**config.mk**
```make
export PLATFORM = sky130hd
export DESIGN_NAME = fsl_to_stream_flat
export DESIGN_NICKNAME = d
export VERILOG_FILES = /design/src/rtl/fsl_to_stream_if.sv /design/src/rtl/fsl_to_stream.sv /design/src/flat_wrapper.sv
export SDC_FILE = /design/constraint.sdc
export NUM_CORES = 2
export LEC_CHECK = 0
export BUFFER_PORTS_ARGS = -buffer_cell sky130_fd_sc_hd__buf_2
export CAP_MARGIN = 10
export CORE_ASPECT_RATIO = 1.2
export CORE_MARGIN = 1
export CORE_UTILIZATION = 60
export DETAILED_ROUTE_END_ITERATION = 8
export PLACE_DENSITY = 0.77
export RECOVER_POWER = 100
export SLEW_MARGIN = 25
export SYNTH_ARGS = -nofsm -noshare
export SYNTH_HDL_FRONTEND = slang
export SYNTH_SLANG_ARGS = --single-unit
```
**constraint.sdc**
```tcl
create_clock -name clk -period 15.3 [get_ports clk]
set_input_delay 0.765 -clock clk [delete_from_list [all_inputs] [get_ports clk]]
set_output_delay 0.765 -clock clk [all_outputs]
set_load 0.005 [all_outputs]
```
**src/rtl/fsl_to_stream_if.sv**
```systemverilog
// rtl/fsl_to_stream_if.sv - FSL result input and 128-bit host output stream bundle
interface fsl_to_stream_if;
  logic [31:0]  fsl_data;
  logic         fsl_valid;
  logic         fsl_afull;
  logic         s1o_valid;
  logic         s1o_rdy;
  logic [127:0] s1o_data;

  modport master (
    input  fsl_data, fsl_valid, s1o_rdy,
    output fsl_afull, s1o_valid, s1o_data
  );

  modport slave (
    output fsl_data, fsl_valid, s1o_rdy,
    input  fsl_afull, s1o_valid, s1o_data
  );
endinterface

```
**src/rtl/fsl_to_stream.sv**
```systemverilog
// rtl/fsl_to_stream.sv - assembles 5x32-bit FSL words into 160-bit records, buffers them, emits two 128-bit beats each
module fsl_to_stream #(
  parameter int DEPTH        = 16,
  parameter int AFULL_MARGIN = 4
) (
  input  logic                clk,
  input  logic                rst_n,
  fsl_to_stream_if.master     bus,
  output logic [31:0]         rec_count,
  output logic                overflow,
  output logic                frag_err
);
  localparam int AW  = $clog2(DEPTH);
  localparam int THR = DEPTH - AFULL_MARGIN;

  typedef enum logic [1:0] {IDLE, HI, LO} state_t;

  state_t         state;
  logic [2:0]     wpos;
  logic [159:0]   shreg;
  logic           rec_done;
  logic [159:0]   mem [DEPTH];
  logic [AW:0]    wptr;
  logic [AW:0]    rptr;
  logic [AW:0]    occ;
  logic           full;
  logic           empty;
  logic           more;
  logic           wr_en;
  logic [AW-1:0]  next_idx;
  logic [159:0]   head;
  logic [159:0]   next_rec;

  assign occ      = wptr - rptr;
  assign full     = (wptr[AW] != rptr[AW]) && (wptr[AW-1:0] == rptr[AW-1:0]);
  assign empty    = (wptr == rptr);
  assign more     = occ > (AW+1)'(1);
  assign wr_en    = rec_done && !full;
  assign next_idx = rptr[AW-1:0] + AW'(1);
  assign head     = mem[rptr[AW-1:0]];
  assign next_rec = mem[next_idx];

  always_ff @(posedge clk) begin
    if (wr_en) begin
      mem[wptr[AW-1:0]] <= shreg;
    end
  end

  always_ff @(posedge clk) begin
    if (!rst_n) begin
      state         <= IDLE;
      wpos          <= 3'd0;
      shreg         <= '0;
      rec_done      <= 1'b0;
      wptr          <= '0;
      rptr          <= '0;
      rec_count     <= 32'd0;
      overflow      <= 1'b0;
      frag_err      <= 1'b0;
      bus.fsl_afull <= 1'b0;
      bus.s1o_valid <= 1'b0;
      bus.s1o_data  <= '0;
    end else begin
      // The completed record stays in shreg for exactly one cycle while the next one starts shifting in.
      rec_done <= bus.fsl_valid && (wpos == 3'd4);
      if (bus.fsl_valid) begin
        shreg <= {shreg[127:0], bus.fsl_data};
        wpos  <= (wpos == 3'd4) ? 3'd0 : wpos + 3'd1;
      end else if (wpos != 3'd0) begin
        wpos     <= 3'd0;
        frag_err <= 1'b1;
      end

      if (rec_done) begin
        if (full) begin
          overflow <= 1'b1;
        end else begin
          wptr <= wptr + (AW+1)'(1);
        end
      end

      bus.fsl_afull <= occ >= (AW+1)'(THR);

      case (state)
        IDLE: begin
          if (!empty) begin
            bus.s1o_data  <= {1'b0, 31'h0, head[159:64]};
            bus.s1o_valid <= 1'b1;
            state         <= HI;
          end
        end
        HI: begin
          if (bus.s1o_rdy) begin
            bus.s1o_data <= {1'b1, 63'h0, head[63:0]};
            state        <= LO;
          end
        end
        LO: begin
          // The entry leaves the FIFO only once its second beat is accepted.
          if (bus.s1o_rdy) begin
            rptr      <= rptr + (AW+1)'(1);
            rec_count <= rec_count + 32'd1;
            if (more) begin
              bus.s1o_data <= {1'b0, 31'h0, next_rec[159:64]};
              state        <= HI;
            end else begin
              bus.s1o_valid <= 1'b0;
              state         <= IDLE;
            end
          end
        end
        default: begin
          bus.s1o_valid <= 1'b0;
          state         <= IDLE;
        end
      endcase
    end
  end
endmodule

```
**src/flat_wrapper.sv**
```systemverilog
// flat-port wrapper written by rule: the top's interface ports become plain ports
module fsl_to_stream_flat 
#(
  parameter int DEPTH        = 16,
  parameter int AFULL_MARGIN = 4
)
  (clk, rst_n, rec_count, overflow, frag_err, bus_fsl_data, bus_fsl_valid, bus_s1o_rdy, bus_fsl_afull, bus_s1o_valid, bus_s1o_data);
  fsl_to_stream_if bus_i ();
  input  logic clk;
  input  logic rst_n;
  output logic [31:0] rec_count;
  output logic overflow;
  output logic frag_err;
  input wire logic [$bits(bus_i.fsl_data)-1:0] bus_fsl_data;
  input wire logic [$bits(bus_i.fsl_valid)-1:0] bus_fsl_valid;
  input wire logic [$bits(bus_i.s1o_rdy)-1:0] bus_s1o_rdy;
  output wire logic [$bits(bus_i.fsl_afull)-1:0] bus_fsl_afull;
  output wire logic [$bits(bus_i.s1o_valid)-1:0] bus_s1o_valid;
  output wire logic [$bits(bus_i.s1o_data)-1:0] bus_s1o_data;
  assign bus_i.fsl_data = bus_fsl_data;
  assign bus_i.fsl_valid = bus_fsl_valid;
  assign bus_i.s1o_rdy = bus_s1o_rdy;
  assign bus_fsl_afull = bus_i.fsl_afull;
  assign bus_s1o_valid = bus_i.s1o_valid;
  assign bus_s1o_data = bus_i.s1o_data;
  fsl_to_stream #(.DEPTH(DEPTH), .AFULL_MARGIN(AFULL_MARGIN)) u_core (.clk(clk), .rst_n(rst_n), .bus(bus_i), .rec_count(rec_count), .overflow(overflow), .frag_err(frag_err));
endmodule
```
Word-level counts from Yosys, hierarchy flattened. Memories as Yosys holds them, arrays and structs flattened. A register that Yosys moved wholly into a read port is not among the register bits. Cells that the tools add are included.

Bits in registers: 340. RAM bits: 2560. Output and inout bits: 164. Logic and storage cells: 71. Memories: 1.

Memories: u_core.mem (words 16, bits a word 160, rd ports 2, clocked after Yosys merged registers in 1, wr ports 1, line fsl_to_stream.sv:22) `logic [159:0] mem [DEPTH];`.

$add $sub $neg: 6. Order comparisons: 2. Eq/ne operators: 11. Muxes and demuxes: 21. Bitwise logic cells: 3. Reduce and logical (&&, ||, !) cells: 15.

Operators with widths (count): $mux 128 (4); $pmux 128 s3 (1); $add 32x1->32 const B (1); $add 5x1->5 const B (2); $mux 3 (3); $mux 4 (2); $ne 2x2->1 const B (4); $reduce_and 2->1 (4); $mux 1 (6); $mux 2 (3); $pmux 2 s3 (1); $reduce_bool 3->1 (2); $eq 5x5->1 (1); $ge 5x4->1 const B (1); $gt 5x1->1 const B (1); $reduce_and 5->1 (1); $sub 5x5->5 (1); $add 4x1->4 const B (1); $eq 4x4->1 (1); $reduce_and 4->1 (1); $add 3x1->3 const B (1); $eq 3x3->1 const B (1); $logic_and 1x1->1 (3); $not 1->1 (3); other kinds (9) (9).

Depth between registers and ports, before layout.
Depth in word-level cells: 6. Gate-level depth with buffers: 12. Mapped depth without buffers: 10.

Worst setup path before layout. OpenSTA, ideal clock, no wires.

Path kind: register to register. Start: register u_core.rptr[2]. End: memory u_core.mem[3][0] (enable). Arrival: 12.392 ns. Required time: 14.424 ns. Path slack: 2.032 ns. Cell stages (with the launch flop): 9. Path buffers: 1. Cells stage by stage: dfxtp_1 -> inv_1 -> ha_1 -> and4_1 -> nor2b_1 -> nor2b_1 -> buf_2 -> nand2_1 -> nor3_1.

Longest elaborated chain between the ends: 6.

Ends and longest elaborated chain: start: declaration (line fsl_to_stream.sv:24) `logic [AW:0] rptr;`; start signal: assignment (line fsl_to_stream.sv:101) `rptr <= rptr + (AW+1)'(1);`; $eq 4x4->1 (line fsl_to_stream.sv:35) `assign full = (wptr[AW] != rptr[AW]) && (wptr[AW-1:0] == rptr[AW-1:0]);`; $logic_and 1x1->1 (line fsl_to_stream.sv:35); $logic_not 1->1 (line fsl_to_stream.sv:38) `assign wr_en = rec_done && !full;`; $logic_and 1x1->1 (line fsl_to_stream.sv:38); $mux 1 (line fsl_to_stream.sv:44) `if (wr_en) begin`; $mux 1 (implied by the code) (line fsl_to_stream.sv:45) `mem[wptr[AW-1:0]] <= shreg;`; end: declaration (line fsl_to_stream.sv:22).

Every way passes these cells.

Worst setup path after layout.
Start: register u_core.rptr[2]. End: memory u_core.mem[2][26] (enable).

The elaborated chain is that of the path after synthesis.

==> impl_metrics.ini <==
[route]
viasPerCell = 7.13
ant_nets = 0
vias = 70000
firstDrtPassIters = 8
drc = 0
drtIter0Drc = 10200
routedWlPerCell_um = 33.2
drt-total-wl_mm = 326

[global_routing]
grt_pass1_wl_mm = 471
grt_overflow_total = 0
grt_max_degree = 147
grt_pass1_vias = 70400
globalRouteTotalUtil = 0.318
antenna_found_initial = 11

[synthesis]
synth_cell_types = 55
ys_ff_latch = 2873
synth.largest_area_cell = edfxtp_1
synthTopCellsByCount = edfxtp_1, mux2i_1, mux4_2, dfxtp_1, nand2_1
synth.avg_cell_area_um2 = 17.7
synth_cells = 6860
ys_seq_area_frac = 0.684
synth_top_area_frac = 0.632
ys.flop_type = edfxtp_1
synth_edf_count = 2560
async_reset_ff_frac = 0
yosys-top-cells-area = edfxtp_1, mux4_2, mux2i_1, dfxtp_1, a22oi_1
yosysMostFrequentCell = edfxtp_1
synthesis.area_um2 = 122000
yosysWarnings = 0

[finish]
fin_util = 0.664
final_area_um2 = 133000
area_growth_syn_to_layout_pct = 9.76
layout.cells.non_filler = 9826
layout.nets = 7029
layout-drive-gt1-share = 0.181

[placed_design]
placed_area_um2 = 125000
dp_hpwl_mm = 166
gp_congestion = 0.808
dp_cells = 9317
place_ws_ns = 9.78
port_buffers = 168

[setup_path]
cp.arrival_ns = 10.41
cp_cell_sequence = inv_1 > ha_1 > and4_1 > nor2b_1 > nor2b_1 > nand2_1 > nor3_1 > clkbuf_1
critPathRequiredTime_ns = 15.49
crit_path_max_incr_delay_ns = 6.73
cp_common_cell = nor2b_1
r2r_start = u_core.rptr[2]
cp_max_fo = 99
startpoint_type = flop
ff2ff_setup_slack_ns = 5.09
critical_path_buf_inv_count = 2
slowest_stage = clkbuf_1
critPathKind = flop to flop
reg2reg_depth = 8
path_delay_family = buffers and inverters
cp-end-kind = flop
r2r-end = u_core.mem[2][26]

[power_and_ir_drop]
power_density_nw_per_um2 = 120
p_total_mw = 16.0
ir_drop_mv = 0.134
p_leak_nw = 40.4

[status]
failed_checks = capacitance limit, slew limit
status = complete, but fails checks

[timing]
max_freq_mhz = 97.9
worst_slew_pin_slew_ns = 9.89
hold_slack_ns = 0.0575
setup_viol = 0
fin_ws_ns = 5.09
slew_violations = 2548
period_needed_ns = 10.21
maxSlewHeadroom = -5.59
fin_crit_sh = 0.668
rsz0062_at_grt = false
hold_viol = 0
skew_ns = 0.0628
finalSetupTns_ns = 0

[die]
fp.coreArea_um2 = 201000
dieArea_um2 = 204000
die_h_um = 495
placementRows = 180
start_util = 0.605
ioPinCount = 200
die_w_um = 413

[clocking]
cts_tree = built
cts_hold_buf = 0
clkSlewWorstSetupHoldPaths_ns = 0.06
postCtsSetupBuffers = 0
numCtsBuffers = 288
cts_root_buf = clkbuf_16
cts_buffer_depth = 4
cts_max_level = 5
clkLatencyLatePin_ns = 0.94
post_cts_resized = 0
clock-sinks = 2873

[min_path]
holdPathStages = 3
min_path_type = primary input to flop
hold_start = bus_fsl_data[3]
hold_path_end = u_core.shreg[3]

[run]
drv_cap = 61
cells by family after synthesis:
group	synth area share
compound gates	0.0370
xor+xnor	0.00287
fa+ha+maj	0.00191
buf+inv	0.0214
flops	0.684
mux	0.220
other cells	0.0000308
simple gates	0.0331
cell usage in the layout, fill, tap and decap left out, drive strengths merged, types with 27 or more instances in the layout:
master	Yosys	final
edfxtp	2560	2560
nor4	27	27
mux2i	1018	1018
conb	1	31
nand2	300	300
nand4	40	40
o22ai	119	119
buf	316	138
nor3	76	76
a21oi	210	210
o21ai	110	110
mux4	728	728
nor2	283	283
a22oi	238	238
nand3	147	147
clkinv	0	74
clkbuf	197	571
dfxtp	313	313
how the worst max path moves through the flow:
stage,start,endpoint,cells after the start
after global placement,u_core.rptr[2],u_core.mem[7][101],10
after global routing,u_core.rptr[2],u_core.mem[2][26],8
after detailed placement,u_core.rptr[2],u_core.mem[7][101],10
after CTS,u_core.rptr[2],u_core.mem[7][26],10
after floorplan,u_core.rptr[2],u_core.mem[3][0],8
final,u_core.rptr[2],u_core.mem[2][26],8
report_power, final:
group / switching (mW) / leakage [nW] / internal (mW)
combinational: 0.363 / 10.1 / 0.162
clock: 2.85 / 4.40 / 3.97
sequential: 0.136 / 25.8 / 8.54
total: 3.35 / 40.4 / 12.7
layout make-up:
cell class                 instances  area, um^2
sequential                      2873       83200
fill                           12900       67400
multi-input combinational       3486       36100
clock buffer                     401        8060
tap                             2639        3300
timing repair buffer             308        1820
clock inverter                    99         930
inverter                          18        68.8
antenna                            2        5.00
layer usage:
metal  GRT usage  part of all wire  up-vias
met2       0.521              0.49     5052
met1       0.427              0.36    36100
met3      0.0580              0.12      816
met5           0           0.00017        -
li1            -                 -    28000
met4       0.121             0.038        8
state kept, by name, indices dropped and copies added, names as in the netlist, named ones only:
signal / cells
u_core.bus.s1o_data: 97
u_core.frag_err: 1
u_core.shreg: 160
u_core.rec_count: 32
u_core.bus.fsl_afull: 1
u_core.wpos: 3
u_core.mem: 2560
u_core.rec_done: 1
u_core.wptr: 5
u_core.state: 2
u_core.rptr: 5
u_core.overflow: 1
u_core.bus.s1o_valid: 1
worst reg2reg max path: cells and delay by family (launching register included):
family | cells | cell delay [ns]
adder cells (fa/ha/maj) | 1 | 0.39
buffers and inverters | 2 | 6.88
flip-flops | 1 | 0.51
AND/OR/NAND/NOR | 5 | 1.43
No activity file was read; power rests on OpenSTA's default activity.
